File: src/rtl/uart_command_pkg.sv
// Shared definitions for the UART command master: command encodings,
// frame header codes and controller state encoding.
package uart_command_pkg;

  typedef enum logic [1:0] {
    CMD_WRITE     = 2'b00,
    CMD_READ      = 2'b01,
    CMD_ALU_OP    = 2'b10,
    CMD_ALU_NO_OP = 2'b11
  } cmd_type_e;

  localparam logic [7:0] FRAME_CODE_WRITE     = 8'hAA;
  localparam logic [7:0] FRAME_CODE_READ      = 8'hBB;
  localparam logic [7:0] FRAME_CODE_ALU_OP    = 8'hCC;
  localparam logic [7:0] FRAME_CODE_ALU_NO_OP = 8'hDD;

  typedef enum logic [2:0] {
    IDLE           = 3'd0,
    SEND           = 3'd1,
    WAIT_BUSY_HIGH = 3'd2,
    WAIT_BUSY_LOW  = 3'd3,
    WAIT_RESPONSE  = 3'd4,
    RESPOND        = 3'd5
  } state_e;

  // Number of bytes in the outgoing frame for each command type.
  function automatic logic [2:0] frame_length(input cmd_type_e t);
    case (t)
      CMD_WRITE:  frame_length = 3'd3;
      CMD_READ:   frame_length = 3'd2;
      CMD_ALU_OP: frame_length = 3'd4;
      default:    frame_length = 3'd2;
    endcase
  endfunction

endpackage

File: src/rtl/response_timeout_counter.sv
// Counts idle cycles while waiting for a response; expired is high once
// the count reaches TIMEOUT_CYCLES-1 and stays there until cleared.
module response_timeout_counter #(
  parameter int TIMEOUT_CYCLES = 4096
) (
  input  logic clk,
  input  logic reset,
  input  logic clear,
  input  logic enable,
  output logic expired
);

  localparam int CW = $clog2(TIMEOUT_CYCLES) + 1;

  logic [CW-1:0] count;

  assign expired = (count == CW'(TIMEOUT_CYCLES - 1));

  // Clear has priority; the count saturates at the expiry value.
  always_ff @(posedge clk or posedge reset) begin
    if (reset) begin
      count <= '0;
    end else if (clear) begin
      count <= '0;
    end else if (enable && !expired) begin
      count <= count + 1'b1;
    end
  end

endmodule

File: src/rtl/uart_command_master.sv
// Turns register-file commands into UART byte frames, paces them against
// the transmitter busy flag and collects the one- or two-byte reply.
module uart_command_master #(
  parameter int DATA_WIDTH          = 8,
  parameter int REGISTER_FILE_DEPTH = 16,
  parameter int TIMEOUT_CYCLES      = 4096
) (
  input  logic                                   clk,
  input  logic                                   reset,
  input  logic                                   cmd_valid,
  output logic                                   cmd_ready,
  input  logic [1:0]                             cmd_type,
  input  logic [$clog2(REGISTER_FILE_DEPTH)-1:0] cmd_address,
  input  logic [DATA_WIDTH-1:0]                  cmd_write_data,
  input  logic [DATA_WIDTH-1:0]                  cmd_operand_a,
  input  logic [DATA_WIDTH-1:0]                  cmd_operand_b,
  input  logic [3:0]                             cmd_ALU_function,
  input  logic                                   transmitter_busy_synchronized,
  output logic                                   transmitter_parallel_data_valid,
  output logic [DATA_WIDTH-1:0]                  transmitter_parallel_data,
  input  logic                                   receiver_parallel_data_valid_synchronized,
  input  logic [DATA_WIDTH-1:0]                  receiver_parallel_data_synchronized,
  output logic                                   response_valid,
  output logic [2*DATA_WIDTH-1:0]                response_data,
  output logic                                   response_timeout
);

  import uart_command_pkg::*;

  state_e                state, state_next;
  cmd_type_e             type_r;
  logic [2:0]            frame_len_r;
  logic [1:0]            byte_idx;
  logic [DATA_WIDTH-1:0] frame_r    [4];
  logic [DATA_WIDTH-1:0] frame_next [4];
  logic [1:0]            rx_count;
  logic [DATA_WIDTH-1:0] rx_low;

  logic accept, send_fire, last_byte, rx_take, rx_done, timeout_fire;
  logic timer_clear, timer_expired;

  assign cmd_ready      = (state == IDLE);
  assign accept         = cmd_valid && cmd_ready;
  assign send_fire      = (state == SEND) && !transmitter_busy_synchronized;
  assign last_byte      = ({1'b0, byte_idx} == (frame_len_r - 3'd1));
  assign rx_take        = (state == WAIT_RESPONSE) && receiver_parallel_data_valid_synchronized;
  // A read needs one byte; ALU replies need two, low byte first.
  assign rx_done        = rx_take && ((type_r == CMD_READ) || (rx_count == 2'd1));
  // A byte arriving on the expiry cycle wins over the timeout.
  assign timeout_fire   = (state == WAIT_RESPONSE) && !receiver_parallel_data_valid_synchronized
                          && timer_expired;
  assign timer_clear    = ((state != WAIT_RESPONSE) && (state_next == WAIT_RESPONSE)) || rx_take;
  assign response_valid = (state == RESPOND);

  response_timeout_counter #(
    .TIMEOUT_CYCLES(TIMEOUT_CYCLES)
  ) u_timeout (
    .clk    (clk),
    .reset  (reset),
    .clear  (timer_clear),
    .enable (state == WAIT_RESPONSE),
    .expired(timer_expired)
  );

  // State register.
  always_ff @(posedge clk or posedge reset) begin
    if (reset) state <= IDLE;
    else       state <= state_next;
  end

  // Next-state logic for frame transmission and response collection.
  always_comb begin
    state_next = state;
    case (state)
      IDLE:           if (cmd_valid) state_next = SEND;
      SEND:           if (!transmitter_busy_synchronized) state_next = WAIT_BUSY_HIGH;
      WAIT_BUSY_HIGH: if (transmitter_busy_synchronized) state_next = WAIT_BUSY_LOW;
      WAIT_BUSY_LOW: begin
        if (!transmitter_busy_synchronized) begin
          if (!last_byte)              state_next = SEND;
          else if (type_r == CMD_WRITE) state_next = IDLE;
          else                          state_next = WAIT_RESPONSE;
        end
      end
      WAIT_RESPONSE:  if (rx_done || timeout_fire) state_next = RESPOND;
      RESPOND:        state_next = IDLE;
      default:        state_next = IDLE;
    endcase
  end

  // Assemble the outgoing frame from the command fields; unused slots are zero.
  always_comb begin
    for (int i = 0; i < 4; i++) frame_next[i] = '0;
    case (cmd_type_e'(cmd_type))
      CMD_WRITE: begin
        frame_next[0] = DATA_WIDTH'(FRAME_CODE_WRITE);
        frame_next[1] = DATA_WIDTH'(cmd_address);
        frame_next[2] = cmd_write_data;
      end
      CMD_READ: begin
        frame_next[0] = DATA_WIDTH'(FRAME_CODE_READ);
        frame_next[1] = DATA_WIDTH'(cmd_address);
      end
      CMD_ALU_OP: begin
        frame_next[0] = DATA_WIDTH'(FRAME_CODE_ALU_OP);
        frame_next[1] = cmd_operand_a;
        frame_next[2] = cmd_operand_b;
        frame_next[3] = DATA_WIDTH'(cmd_ALU_function);
      end
      default: begin
        frame_next[0] = DATA_WIDTH'(FRAME_CODE_ALU_NO_OP);
        frame_next[1] = DATA_WIDTH'(cmd_ALU_function);
      end
    endcase
  end

  // Frame payload is captured on accept; it carries no control meaning so it is not reset.
  always_ff @(posedge clk) begin
    if (accept) begin
      for (int i = 0; i < 4; i++) frame_r[i] <= frame_next[i];
    end
  end

  // Command type, frame length and byte position within the frame.
  always_ff @(posedge clk or posedge reset) begin
    if (reset) begin
      type_r      <= CMD_WRITE;
      frame_len_r <= 3'd0;
      byte_idx    <= 2'd0;
    end else if (accept) begin
      type_r      <= cmd_type_e'(cmd_type);
      frame_len_r <= frame_length(cmd_type_e'(cmd_type));
      byte_idx    <= 2'd0;
    end else if ((state == WAIT_BUSY_LOW) && !transmitter_busy_synchronized && !last_byte) begin
      byte_idx <= byte_idx + 2'd1;
    end
  end

  // One-cycle transmit strobe; the data register keeps the last byte sent.
  always_ff @(posedge clk or posedge reset) begin
    if (reset) begin
      transmitter_parallel_data_valid <= 1'b0;
      transmitter_parallel_data       <= '0;
    end else begin
      transmitter_parallel_data_valid <= send_fire;
      if (send_fire) transmitter_parallel_data <= frame_r[byte_idx];
    end
  end

  // Received-byte counter and low-byte holding register.
  always_ff @(posedge clk or posedge reset) begin
    if (reset) begin
      rx_count <= 2'd0;
      rx_low   <= '0;
    end else if (accept) begin
      rx_count <= 2'd0;
    end else if (rx_take) begin
      rx_count <= rx_count + 2'd1;
      if (rx_count == 2'd0) rx_low <= receiver_parallel_data_synchronized;
    end
  end

  // Response result; updated only when a response completes so it holds in between.
  always_ff @(posedge clk or posedge reset) begin
    if (reset) begin
      response_data    <= '0;
      response_timeout <= 1'b0;
    end else if (rx_done) begin
      response_timeout <= 1'b0;
      if (type_r == CMD_READ)
        response_data <= {{DATA_WIDTH{1'b0}}, receiver_parallel_data_synchronized};
      else
        response_data <= {receiver_parallel_data_synchronized, rx_low};
    end else if (timeout_fire) begin
      response_timeout <= 1'b1;
      response_data    <= '0;
    end
  end

endmodule

File: config.mk
export PLATFORM = sky130hd
export DESIGN_NAME = uart_command_master
export DESIGN_NICKNAME = d
export VERILOG_FILES = /design/src/rtl/uart_command_pkg.sv /design/src/rtl/response_timeout_counter.sv /design/src/rtl/uart_command_master.sv
export SDC_FILE = /design/constraint.sdc
export NUM_CORES = 1
export LEC_CHECK = 0
export ABC_AREA = 0
export CORE_MARGIN = 5
export CORE_UTILIZATION = 40
export CTS_CLUSTER_SIZE = 16
export DETAILED_ROUTE_END_ITERATION = 10
export GPL_TIMING_DRIVEN = 0
export PLACE_DENSITY_LB_ADDON = 0.25
export SLEW_MARGIN = 20
export SYNTH_ARGS = -nofsm -noshare
export SYNTH_HDL_FRONTEND = slang
export SYNTH_SLANG_ARGS = --single-unit
export TNS_END_PERCENT = 5
File: constraint.sdc
create_clock -name clk -period 4.3 [get_ports clk]
set_input_delay 0.645 -clock clk [delete_from_list [all_inputs] [get_ports clk]]
set_output_delay 0.645 -clock clk [all_outputs]
set_load 0.02 [all_outputs]
==> flow_summary.ini, run 1 <==
[clock_tree]
cts_tree = yes
cts.clk_slew.worst_paths_ns = 0.09
numCtsBuffers = 9
insertion_delay_ns = 0.35
cts-root-buf = clkbuf_8
cts_num_sinks = 82
cts_buffer_depth = 2
htree_num_levels = 3
postCtsSetupBuffers = 0
cts_hold_buf = 0
cts-resized-gates = 0

[finish]
area_growth_pct = 28.7
nFillCells = 839
fin_nets = 461
layout-drive-gt1-share = 0.123
diodes = 0
post-route-util = 0.531

[timing]
fmax_ghz = 0.395
drv_slew = 0
finClkSkew_ns = 0.0127
relSlewSlack = 0.364
worst_pin_slew_ns = 0.948
finalCritPeriodShare = 0.589
setup-violations-final = 0
timing.hold.ws_ns = 0.480
tns_ns = 0
final_hold_viol_count = 0
rsz0062_at_grt = false
layout_min_cycle_time_ns = 2.53

[detailed_routing]
vias = 2753
ant_nets = 0
drt_iter0_markers = 133
wire_per_inst_um = 14.5
via_per_inst = 5.06
drt_pre_antenna_iters = 4
drc_errors = 0
routed_wl_mm = 7.88

[floorplan]
core_area_um2 = 9330
rows = 35
die_h_um = 108
start_util = 0.413
die_w_um = 108
io_pins = 75
dieArea_um2 = 11700

[hold_path]
hold_class = reg2reg

[global_routing]
grtUsageTotal = 0.144
antenna_found_initial = 0
grt_pass1_wl_mm = 13.4
grt_pass1_vias = 2792
grt_start_max_net_pins = 33
grt-ovfl-total = 0

[yosys]
synth_edf_count = 23
yosys.area.top_type = dfrtp_1
ys_seq_elements = 82
syn_area_um2 = 3850
ys_seq_area_frac = 0.563
syn_nets = 377
syn_inst = 326
synth_flop_cell = dfrtp_1
synth_async_sr_flop_share = 0.720
yosysTopAreaCellShare = 0.383
synth_area_leaders = dfrtp_1, edfxtp_1, mux2i_1
syn_area_per_cell_um2 = 11.8
yosysUniqueCellTypes = 52
ys_warn_count = 0

[critical_path]
max_stage_delay_ns = 0.68
cpMaxStageDelayCell = clkdlybuf4s50_1
path_max_fanout = 8
crit_type = reg2out
crit_path_cell_trace = buf_2 -> nor3_1 -> clkdlybuf4s50_1
crit_arrival_ns = 1.89
cp-start-kind = register
cp_data_required_time_ns = 3.65
cp.buffers_inverters = 2
crit_path_end_kind = output port
path_delay_family = buffers and inverters

[placed_design]
io_buffers = 72
dp_hpwl_mm = 5.83
gp_congestion = 0.819

[run_status]
status = finished, final reports clean

[power_and_ir_drop]
p_per_area_nw_per_um2 = 481
p_leak_nw = 2.10
ir_drop_mv = 0.210

[job]
drv_cap = 0
[path summary, 6_finish.rpt]
check / startpoint / end / slack (ns) / cells after the start
max: state[1] / cmd_ready / 1.77 / 3
min: response_timeout / response_timeout / 0.48 / 1
max reg2reg: state[0] / rx_count[1] / 2.03 / 4
min reg2reg: response_timeout / response_timeout / 0.48 / 1
max in group asynchronous: reset / rx_low[0] / 3.19 / 3
min in group asynchronous: reset / response_data[6] / 0.63 / 2
[per-stage QoR]
stage          setup WS [ns]  cells  area [um2]  power [mW]
2_1_floorplan           2.15    326        3850        1.58
3_3_place_gp            1.08    527        4730        1.82
3_5_place_dp            1.45    528        4760        1.85
4_1_cts                 1.73    544        4960        2.41
5_1_grt                 1.64    544        4960        2.54
6_report                1.77    544        4960        2.38
[registers in the layout, indices dropped and copies added, names as in the netlist]
signal                           count
byte_idx                             2
frame_len_r                          3
frame_r                             23
response_data                       16
response_timeout                     1
rx_count                             2
rx_low                               8
state                                3
transmitter_parallel_data            8
transmitter_parallel_data_valid      1
type_r                               2
u_timeout.count                     13
[kinds of logic after synthesis]
family	count (synthesis)	share of synthesized area
AOI/OAI and AO/OA	70	0.124
xor gates and xnor gates	7	0.0159
adders and majority gates	4	0.0130
buffers and inverters	32	0.0370
DFF	82	0.563
muxes	39	0.115
and+or+nand+nor	92	0.133
[power by group]
part           switching (mW)  leakage (nW)  internal, mW  total (mW)
Clock                   0.289        0.0962         0.272       0.561
Sequential             0.0890         0.997         0.971        1.06
Combinational           0.398          1.00         0.363       0.761
Total                   0.776          2.10          1.61        2.38
[Yosys cell counts (4+ instances only)]
master      n
nand3_1     6
nor2_1     28
mux2_2     12
edfxtp_1   23
or4_1       6
o21ai_0    10
nand2_1    20
o31ai_1     7
xnor2_1     4
and2_1      8
inv_1      13
buf_1       4
a22o_1      9
dfrtp_1    59
mux2i_1    24
nand2b_1    4
clkbuf_1    6
ha_1        4
buf_2       5
o2bb2ai_1   8
a21oi_1    20
[cell usage in the layout, fill, tap and decap left out, types with 2 or more instances in the layout]
cell type,synthesis,layout
nor3_1,2,2
xor2_1,3,3
nor2_1,28,28
mux4_2,3,3
mux2_2,12,12
nor2b_1,2,2
or4_1,6,6
o31ai_1,7,7
inv_6,0,2
mux2i_1,24,24
clkdlybuf4s50_1,0,72
or3_1,2,2
a22o_1,9,9
buf_2,5,5
a31oi_1,3,3
xnor2_1,4,4
o2bb2ai_1,8,8
buf_1,4,4
edfxtp_1,23,23
ha_1,4,4
clkbuf_8,0,9
nand2b_1,4,4
clkinvlp_4,0,2
a21oi_1,20,20
and2_1,8,8
o211ai_1,2,2
o21a_1,2,2
inv_1,13,12
nand2_1,20,20
and3_1,2,2
dfrtp_1,59,59
o21ai_0,10,10
clkbuf_1,6,6
buf_6,2,2
nand3_1,6,6
a21boi_0,2,2
a21o_1,2,2
[routing by layer]
layer  global-route usage  vias to the layer above  share of wire
met5                    0                        -              0
met4               0.0532                        0          0.014
met3               0.0358                       10          0.065
met2                0.228                       81           0.46
met1                0.193                     1316           0.46
li1                     -                     1346              -
[layout make-up]
cell class	count	area [um2]	area share
flip-flops and latches	82	2170	0.437
repair buffers	73	741	0.149
clock buffers	9	124	0.0250
inverters	14	55.1	0.0111
plain buffers	18	90.1	0.0182
multi-input cells	212	1540	0.311
clock inverters	7	76.3	0.0154
well taps	129	161	0.0326
[worst register-to-register path: stages, from the launching register on]
cell      delay (ns)
dfrtp_1         0.53
nor3_1          0.14
nand2_1         0.21
clkinv_1        0.79
o31ai_1         0.49
No activity file was read; power rests on OpenSTA's default activity.
==> run 2, diff against run 1 <==
clock period = 2.1 ns   (was 4.3 ns; I/O delays follow)
==> run 2 against run 1 <==
  * Via count grew 1.2%
  * Largest cell class unchanged
  * Register-to-register slack worse by 1.9 ns
  * Core utilization up 1.7 points
  * Die area unchanged
  * Global-route usage increased by 0.44 points
  * First-iteration DRC count grew 23%
  * Worst setup slack got worse by 1.7 ns
  * Combinational power increased by 130%
  * Highest routed layer unchanged
  * Clock-buffer cell count rose by 1
  * Clock skew shrank 0.0018 ns
==> flow_summary.ini, run 2 (synthesis gave the netlist of run 1 again) <==
[power_and_ir_drop]
ir_drop_mv = 0.485
pwr-share-comb = 0.334
cell_internal_pwr_mw = 3.54
seqPwrFrac = 0.419
p_clk_frac = 0.247
netSwitchingFraction = 0.319
power.switching_mw = 1.66
p_leak_nw = 2.17
p_per_area_nw_per_um2 = 1020
total_power_mw = 5.20

[placed_design]
placed_area_um2 = 4760
io_buffers = 72
dp_hpwl_mm = 5.85
dp.cells = 528
dp_slack_ns = -0.403
gp_congestion = 0.820

[finish]
final_common_cell = clkdlybuf4s50_1
fin_cells = 553
post-route-util = 0.548
mostFrequentLayoutCells = clkdlybuf4s50_1, dfrtp_1, nor2_1
largestRegisters = frame_r x23, response_data x16, u_timeout.count x13
diodes = 0
fin_nets = 470
largest_register_ffs = 23
regMostFlops = frame_r
design_area_um2 = 5110
area_growth_pct = 32.7
layout-drive-gt1-share = 0.165

[clock_tree]
cts_tree = yes
htree_num_levels = 3
numCtsBuffers = 9
insertion_delay_ns = 0.35
cts_buffer_depth = 2
cts_num_sinks = 82
cts.clk_slew.worst_paths_ns = 0.09
cts-root-buf = clkbuf_8

[timing]
worst_pin_slew_ns = 0.663
fmax_ghz = 0.501
rsz0062_at_grt = true
finalCritPeriodShare = 0.951
layout_min_cycle_time_ns = 2.00
timing.hold.ws_ns = 0.293
finClkSkew_ns = 0.0108
drv_slew = 0
relSlewSlack = 0.558
tns_ns = 0
layout_setup_ws_ns = 0.102
setup-violations-final = 0
final_hold_viol_count = 0

[floorplan]
die_w_um = 108
die_h_um = 108
start_util = 0.413
dieArea_um2 = 11700
rows = 35
io_pins = 75
core_area_um2 = 9330

[global_routing]
grt_pass1_wl_mm = 13.7
grt_start_max_net_pins = 36
grt_pass1_vias = 2779
grtUsageTotal = 0.149
use_met3 = 0.0358
antenna_found_initial = 0
grt-ovfl-total = 0
use_met2 = 0.248
top_usage_layer = met2
use_met1 = 0.196

[detailed_routing]
vias = 2786
routed_wl_mm = 8.27
ant_nets = 0
wire_per_inst_um = 15.0
drc_errors = 0
via_per_inst = 5.04
drt_pre_antenna_iters = 4
drt_iter0_markers = 163

[critical_path]
cp_data_required_time_ns = 1.78
crit_arrival_ns = 1.68
crit_path_end_kind = output port
cp-start-kind = register
path_max_fanout = 9
crit_type = reg2out

[job]
drv_cap = 0

[run_status]
status = finished, final reports clean

[hold_path]
hold_class = in2async
## run 2: changes by cell type in the layout (fill, tap and decap cells not counted), sizes merged
cell,change
dlygate4sd2,+1
clkdlybuf4s50,-1
bufinv,+1
clkinvlp,-1
inv,-1
clkbuf,+1
buf,+9
## run 2: worst paths after layout
kind / from / end / slack [ns] / cells after the start
hold / removal: reset / frame_len_r[2] / 0.29 / 2
setup reg to reg: u_timeout.count[0] / response_data[10] / 0.10 / 7
hold reg to reg: response_timeout / response_timeout / 0.50 / 1
setup / recovery: state[2] / response_valid / 0.10 / 4
min in group clk: response_timeout / response_timeout / 0.50 / 1
max in group asynchronous: reset / response_data[8] / 1.31 / 3
## run 2: routing by layer
| metal | wire (um) | vias up |
|---|---|---|
| li1 | - | 1366 |
| met1 | 3810 | 1340 |
| met2 | 3960 | 73 |
| met3 | 433 | 7 |
| met4 | 73 | 0 |
| met5 | 0 | - |
## run 2: power by group through the flow
stage          Clock [mW]  Sequential, mW  Combinational, mW
2_1_floorplan           0            2.26              0.974
3_3_place_gp            0            2.19               1.55
3_5_place_dp            0            2.20               1.58
4_1_cts              1.31            2.17               1.61
5_1_grt              1.37            2.22               1.90
6_report             1.28            2.18               1.74
## run 2: what timing repair did
| item | CTS | global route |
|---|---|---|
| setup buffers | 0 | 10 |
| endpoints found under the setup margin | 39 | 21 |
| pin swaps | 8 | 5 |
| resized for setup | 8 | 7 |
| hold buffers | 0 | 0 |
## run 2: layout make-up
cell class / count / area, um2
Multi-Input combinational cell: 212 / 1600
Sequential cell: 82 / 2170
Clock buffer: 10 / 138
Clock inverter: 6 / 88.8
Fill cell: 814 / 4220
Inverter: 14 / 56.3
Tap cell: 129 / 161
Buffer: 17 / 81.3
Timing Repair Buffer: 83 / 815
## run 2: worst max-delay path: stages, from the launching register on
cell	delay (ns)
dfrtp_1	0.33
clkbuf_2	0.21
nand2_1	0.08
nor2_1	0.10
clkdlybuf4s50_1	0.62
